`src/rtl/serpent_lt_stage.sv`:
```
// serpent_lt_stage
// Back end of one Serpent round, placed right after the bit-sliced S-box layer.
// Rounds 0-30 apply the linear transformation (LT). Round 31 XORs in the final
// subkey K32 and does not apply the LT. The data is transformed on the input
// side, so both registers below hold words that are already transformed.
// A two-entry elastic buffer (output register plus skid register) passes one
// block per clock. Because of the skid register, o_in_ready can come straight
// from a flop.
//
// Ports:
//   i_clk, i_rst_n      clock, asynchronous active-low reset
//   i_flush             synchronous discard of both buffered entries
//   i_in_valid/o_in_ready, i_word0..3, i_round, i_final_key   upstream side
//   o_out_valid/i_out_ready, o_word0..3, o_round, o_data       downstream side
//
// Buffer occupancy, taken from the two valid flops:
//   state | meaning
//   EMPTY | out reg invalid, skid empty
//   ONE   | out reg valid, skid empty
//   FULL  | out reg and skid both valid (o_in_ready low)
module serpent_lt_stage (
  input  logic         i_clk,
  input  logic         i_rst_n,
  input  logic         i_flush,
  input  logic         i_in_valid,
  output logic         o_in_ready,
  input  logic [31:0]  i_word0,
  input  logic [31:0]  i_word1,
  input  logic [31:0]  i_word2,
  input  logic [31:0]  i_word3,
  input  logic [4:0]   i_round,
  input  logic [127:0] i_final_key,
  output logic         o_out_valid,
  input  logic         i_out_ready,
  output logic [31:0]  o_word0,
  output logic [31:0]  o_word1,
  output logic [31:0]  o_word2,
  output logic [31:0]  o_word3,
  output logic [4:0]   o_round,
  output logic [127:0] o_data
);

  function automatic logic [31:0] rotl(input logic [31:0] x, input int unsigned n);
    return (x << n) | (x >> (32 - n));
  endfunction

  logic [31:0]  x0, x1, x2, x3;
  logic [127:0] xf_data;

  always_comb begin
    x0 = rotl(i_word0, 13);
    x2 = rotl(i_word2, 3);
    x1 = i_word1 ^ x0 ^ x2;
    x3 = i_word3 ^ x2 ^ (x0 << 3);
    x1 = rotl(x1, 1);
    x3 = rotl(x3, 7);
    x0 = x0 ^ x1 ^ x3;
    x2 = x2 ^ x3 ^ (x1 << 7);
    x0 = rotl(x0, 5);
    x2 = rotl(x2, 22);
    if (i_round == 5'd31) begin
      xf_data = {i_word3, i_word2, i_word1, i_word0} ^ i_final_key;
    end else begin
      xf_data = {x3, x2, x1, x0};
    end
  end

  logic         out_valid_q, out_valid_d;
  logic [127:0] out_data_q, out_data_d;
  logic [4:0]   out_round_q, out_round_d;
  logic         skid_valid_q, skid_valid_d;
  logic [127:0] skid_data_q, skid_data_d;
  logic [4:0]   skid_round_q, skid_round_d;
  logic         in_ready_q, in_ready_d;

  logic accept, emit;

  assign accept = i_in_valid & in_ready_q;
  assign emit   = out_valid_q & i_out_ready;

  always_comb begin
    out_valid_d  = out_valid_q;
    out_data_d   = out_data_q;
    out_round_d  = out_round_q;
    skid_valid_d = skid_valid_q;
    skid_data_d  = skid_data_q;
    skid_round_d = skid_round_q;

    if (i_flush) begin
      // An accept in the same cycle as a flush is dropped. An emit in that
      // cycle has already been taken downstream, so nothing else is needed.
      out_valid_d  = 1'b0;
      skid_valid_d = 1'b0;
    end else if (!out_valid_q) begin
      if (accept) begin
        out_valid_d = 1'b1;
        out_data_d  = xf_data;
        out_round_d = i_round;
      end
    end else if (!skid_valid_q) begin
      if (accept && emit) begin
        out_data_d  = xf_data;
        out_round_d = i_round;
      end else if (accept) begin
        skid_valid_d = 1'b1;
        skid_data_d  = xf_data;
        skid_round_d = i_round;
      end else if (emit) begin
        out_valid_d = 1'b0;
      end
    end else if (emit) begin
      out_data_d   = skid_data_q;
      out_round_d  = skid_round_q;
      skid_valid_d = 1'b0;
    end

    in_ready_d = ~skid_valid_d;
  end

  always_ff @(posedge i_clk or negedge i_rst_n) begin
    if (!i_rst_n) begin
      out_valid_q  <= 1'b0;
      out_data_q   <= '0;
      out_round_q  <= '0;
      skid_valid_q <= 1'b0;
      skid_data_q  <= '0;
      skid_round_q <= '0;
      in_ready_q   <= 1'b1;
    end else begin
      out_valid_q  <= out_valid_d;
      out_data_q   <= out_data_d;
      out_round_q  <= out_round_d;
      skid_valid_q <= skid_valid_d;
      skid_data_q  <= skid_data_d;
      skid_round_q <= skid_round_d;
      in_ready_q   <= in_ready_d;
    end
  end

  assign o_in_ready  = in_ready_q;
  assign o_out_valid = out_valid_q;
  assign o_data      = out_data_q;
  assign o_round     = out_round_q;
  assign o_word0     = out_data_q[31:0];
  assign o_word1     = out_data_q[63:32];
  assign o_word2     = out_data_q[95:64];
  assign o_word3     = out_data_q[127:96];

endmodule

```
`config.mk`:
```
export PLATFORM = sky130hd
export DESIGN_NAME = serpent_lt_stage
export DESIGN_NICKNAME = d
export VERILOG_FILES = /design/src/rtl/serpent_lt_stage.sv
export SDC_FILE = /design/constraint.sdc
export NUM_CORES = 1
export LEC_CHECK = 0
export ABC_AREA = 1
export ABC_CLOCK_PERIOD_IN_PS = 1600
export CORE_MARGIN = 1.5
export CORE_UTILIZATION = 44
export CTS_CLUSTER_DIAMETER = 80
export DETAILED_ROUTE_END_ITERATION = 8
export PLACE_DENSITY = 0.78
export SYNTH_ARGS = -nofsm -noshare
export SYNTH_HDL_FRONTEND = slang
export SYNTH_SLANG_ARGS = --single-unit
```
`constraint.sdc`:
```
create_clock -name i_clk -period 1.6 [get_ports i_clk]
set_input_delay 0.32 -clock i_clk [delete_from_list [all_inputs] [get_ports i_clk]]
set_output_delay 0.32 -clock i_clk [all_outputs]
set_load 0.05 [all_outputs]
```
# After elaboration in Yosys (flattened, before gate mapping)
# Cells that the tools add are included.
[word_totals] register_bits=269 inputBits=266
[classes] n_eq_ne=3 mux=22 n_bitwise=21 reduce_logical=4
[op_table] cell="$mux W128" count=6
[op_table] cell="$xor A32 B32 Y32" count=8
[op_table] cell="$xor A128 B128 Y128" count=1
[op_table] cell="$or A32 B1 Y32" count=1
[op_table] cell="$or A32 B13 Y32" count=1
[op_table] cell="$or A32 B22 Y32" count=1
[op_table] cell="$or A32 B3 Y32" count=1
[op_table] cell="$or A32 B5 Y32" count=1
[op_table] cell="$or A32 B7 Y32" count=1
[op_table] cell="$mux W5" count=5
[op_table] cell="$mux W1" count=11
[op_table] cell="$eq A5 B5 Y1 const B" count=1
[op_table] cell="$reduce_and A5 Y1" count=1
[op_table] cell="$not A1 Y1" count=4
[op_table] cell="$reduce_and A4 Y1" count=1
[op_table] cell="$ne A3 B1 Y1 const B" count=1
[op_table] cell="$ne A3 B2 Y1 const B" count=1
[op_table] cell="$and A1 B1 Y1" count=2
[op_table] cell="$reduce_bool A2 Y1" count=1
[op_table] cell="$logic_and A1 B1 Y1" count=1

# Longest topological paths before layout
[logic_depth] depth_word=11 depth_mapped=13 mapped_depth_nobuf=12

# Worst setup path after synthesis
# Ideal clock, no wire load.
[synth_path] path_kind="register to register" from="register out_valid_q (netlist: o_out_valid)" to="register out_data_q[0] (netlist: o_data[0])" setup_time_ps=118 t_arrival_ps=1756 path_slack_ps=-274 stages_incl_launch_ff=11 path_buffers=3 synth_period_minus_slack_ps=1874 path_cell_list="dfrtp_1 -> nand2_1 -> nor2_1 -> a211oi_1 -> nand2_1 -> buf_2 -> buf_4 -> buf_2 -> nor2_1 -> nand2_1 -> nand2_1"
[synth_between] elab_chain_len=4 word_cells_on_any_way=7 cone_classes="2 x eq/ne; 1 x mux; 1 x bitwise; 3 x reduce/logical"
[synth_lines] item="from (decl)" line_no="68" rtl="logic out_valid_q, out_valid_d;"
[synth_lines] item="from (signal assigned)" line_no="130" rtl="out_valid_q <= out_valid_d;"
[synth_lines] item="$and A1 B1 Y1" line_no="79" rtl="assign emit = out_valid_q & i_out_ready;"
[synth_lines] item="$logic_and A1 B1 Y1" line_no="101" rtl="if (accept && emit) begin"
[synth_lines] item="$ne A3 B1 Y1 (no source line)"
[synth_lines] item="$reduce_and A4 Y1 (no source line)"
[synth_lines] item="to (signal assigned)" line_no="131" rtl="out_data_q <= out_data_d;"
[synth_lines] item="to (decl)" line_no="69" rtl="logic [127:0] out_data_q, out_data_d;"
# Parallel ways exist; a longest one is shown, timed or not.
# A chain may end at the register's enable or synchronous reset.

# Worst setup path in the final report
[layout_path] from="input port i_round[0]" to="register out_data_q[44] (netlist: o_data[44])"
[layout_between] elab_chain_len=5 word_cells_on_any_way=6 cone_classes="1 x eq/ne; 5 x mux"
[layout_lines] item="from (decl)" line_no="31" rtl="input logic [4:0] i_round,"
[layout_lines] item="$eq A5 B5 Y1 (*)" line_no="61" rtl="if (i_round == 5'd31) begin"
[layout_lines] item="$mux W128 (*)" line_no="61"
[layout_lines] item="$mux W128" line_no="101"
[layout_lines] item="$mux W128" line_no="100" rtl="end else if (!skid_valid_q) begin"
[layout_lines] item="$mux W128 (*)" line_no="94" rtl="end else if (!out_valid_q) begin"
# Every way passes the cells marked *; elsewhere a longest branch is shown, timed or not. The select of a mux whose other input is x is not followed.

==> results_dict.tcl <==
set metrics [dict create \
    vias 24100 \
    critPathArrivalTime_ps 2710 \
    endpoint_kind "flip-flop" \
    p_leak_uw 0.0161 \
    cts_buffers 34 \
    grt_pass1_vias 23400 \
    routed_wl_um 104000 \
    start_util 0.449 \
    synth.distinct_cells 24 \
    layout_setup_ws_ps -698 \
    drt_first_pass_iters 9 \
    post_dp_cell_area_sq_mm 0.0291 \
    power.density_mw_per_mm2 1350 \
    rsz0062_at_grt "yes" \
    clk_pin_slew_ps 70 \
    clockRootBuffer "clkbuf_16" \
    design_area_sq_mm 0.0320 \
    drv_cap 0 \
    cts.path.max_buffers 3 \
    fmax_ghz 0.435 \
    place_congestion 1.04 \
    port_buffers 528 \
    grt_max_degree 71 \
    synth.largest_area_cell "dfrtp_1" \
    syn_area_per_cell_sq_um 6.67 \
    hold_ws_ps 221 \
    synth_edf_count 0 \
    nets 3803 \
    core_area_sq_mm 0.0412 \
    synth_ff_type "dfrtp_1" \
    die_h_um 208 \
    grt_pass1_wl_um 146000 \
    antenna_found_initial 6 \
    worst-path-max-fanout 11 \
    utilization 0.777 \
    grt_overflow 0 \
    fin_crit_sh 1.44 \
    grtUsageMet1 0.536 \
    critPathKind "primary input to flip-flop" \
    area_delta_synth_final_pct 72.9 \
    syn_area_sq_mm 0.0185 \
    synthMostInstantiatedCell "nand2_1" \
    finalCriticalPeriod_ps 2300 \
    hp-class "primary input to flip-flop" \
    dp_slack_ps -932 \
    synth_area_leaders "dfrtp_1 (36%), nand2_1 (21%), nand3_1 (8.4%)" \
    worstPathRequired_ps 2010 \
    syn-instance-count 2776 \
    drc 3 \
    cts_tree "yes" \
    ant_nets 0 \
    tns_ps -61120 \
    hold_viol_final 0 \
    clk-insertion-delay-late_ps 580 \
    die_x_um 208 \
    dp_hpwl_um 72900 \
    yosysTopAreaCellShare 0.362 \
    worst_slew_pin_slew_ps 679 \
    viasPerCell 5.88 \
    grtUsageMet3 0.138 \
    io_pins 529 \
    finClkSkew_ps 41.7 \
    violations "design-rule violations, negative setup slack" \
    slew_headroom 0.543 \
    synthTopCellsByCount "nand2_1 (1022), nand3_1 (311), dfrtp_1 (268), inv_1 (189), nor2_1 (177)" \
    clock-sinks 269 \
    slew_viol_final 0 \
    status "finished with violations" \
    ys_seq_area_frac 0.364 \
    grt_use_total 0.453 \
    async_reset_ff_frac 1.00 \
    drive_above_1_share 0.281 \
    wl_per_cell_um 25.5 \
    dieArea_sq_mm 0.0433 \
    setup_violations 302 \
    synth.ff_latch_count 269 \
    syn-num-nets 3042 \
    ys_warn_count 0 \
    peakVddDrop_uv 1360 \
    grt_busiest_layer "met2" \
    drt_first_iter_violations 3048 \
    grtUsageMet2 0.709 \
    rows 74 \
    critPathLaunchType "primary input" \
    ctsHtreeMaxLevel 2 \
]
logic make-up (layout without fill, tap and decap cells):
| group | Yosys count | after routing | share of synthesized area |
|---|---|---|---|
| flip-flops | 269 | 269 | 0.364 |
| AO/OA/AOI/OAI | 342 | 342 | 0.0955 |
| AND/OR/NAND/NOR | 1564 | 1565 | 0.346 |
| XOR/XNOR | 151 | 151 | 0.0714 |
| buffers and inverters | 450 | 1233 | 0.123 |
| other | 0 | 3 | 0 |
worst max-delay path: stages:
cell	delay [ps]
clkdlybuf4s50_1	530
nand3_2	130
nor2_4	400
inv_6	90
buf_4	200
o21ai_0	370
nand2_1	120
a21oi_1	540
where the power goes:
group	internal, uW	switching, uW	total, uW
sequential	8890	3170	12100
clock	5040	3440	8480
combinational	10300	12400	22700
worst paths after layout:
check | start | end | slack (ps) | cells past startpoint
worst max-delay path | i_round[0] | o_data[44] | -700 | 8
worst min-delay path | i_round[4] | skid_round_q[4] | 220 | 4
worst max register to register | o_in_ready | o_data[44] | -620 | 9
worst min register to register | skid_data_q[2] | skid_data_q[2] | 490 | 2
max in group asynchronous | i_rst_n | o_data[1] | 580 | 3
min in group asynchronous | i_rst_n | o_data[52] | 290 | 2
sequential cells by signal (all words and copies together) (netlist names):
name	flops
skid_data_q	128
skid_valid_q	1
skid_round_q	5
o_in_ready	1
o_round	5
o_out_valid	1
o_data	128
through the flow:
stage                     std cells  total power, uW
final                          4095            43200
after global routing           4095            44300
after CTS                      4085            42100
after detailed placement       3998            32800
after global placement         3998            32300
after floorplan                2776            21600
layout by cell type, fill, tap and decap left out, types with 33 or more instances in the layout:
| cell type | instances |
|---|---|
| a21oi_1 | 53 |
| a21oi_2 | 59 |
| a31oi_1 | 38 |
| buf_12 | 298 |
| buf_4 | 378 |
| clkbuf_16 | 41 |
| clkdlybuf4s50_1 | 263 |
| dfrtp_1 | 229 |
| dfrtp_2 | 39 |
| inv_1 | 186 |
| nand2_1 | 987 |
| nand3_1 | 306 |
| nand4_1 | 33 |
| nor2_1 | 144 |
| o21ai_0 | 81 |
| o21ai_1 | 86 |
| xnor2_1 | 81 |
| xor2_1 | 70 |
what timing repair did:
| item | CTS | global route |
|---|---|---|
| resized for setup | 196 | 149 |
| hold buffers | 1 | 0 |
| buffers inserted | 12 | 1 |
| pin swaps | 37 | 39 |
| hold endpoints to repair | 33 | 0 |
| setup endpoints to repair | 340 | 288 |
| cloned | 16 | 8 |
cell type report:
type | instances | area, sq um
flip-flops and latches | 269 | 6780
clock inverters | 15 | 215
repair buffers | 982 | 12300
well taps | 532 | 666
diodes | 3 | 7.51
clock buffers | 44 | 990
inverters | 192 | 746
fillers | 2684 | 9180
multi-input cells | 2058 | 10300
per-layer routing:
metal / routed length, um / vias up
met3: 14400 / 640
met2: 45300 / 2067
met5: 0 / -
li1: - / 10300
met1: 35400 / 11100
met4: 9340 / 0
Note: power is estimated with default switching activity, not from simulation.
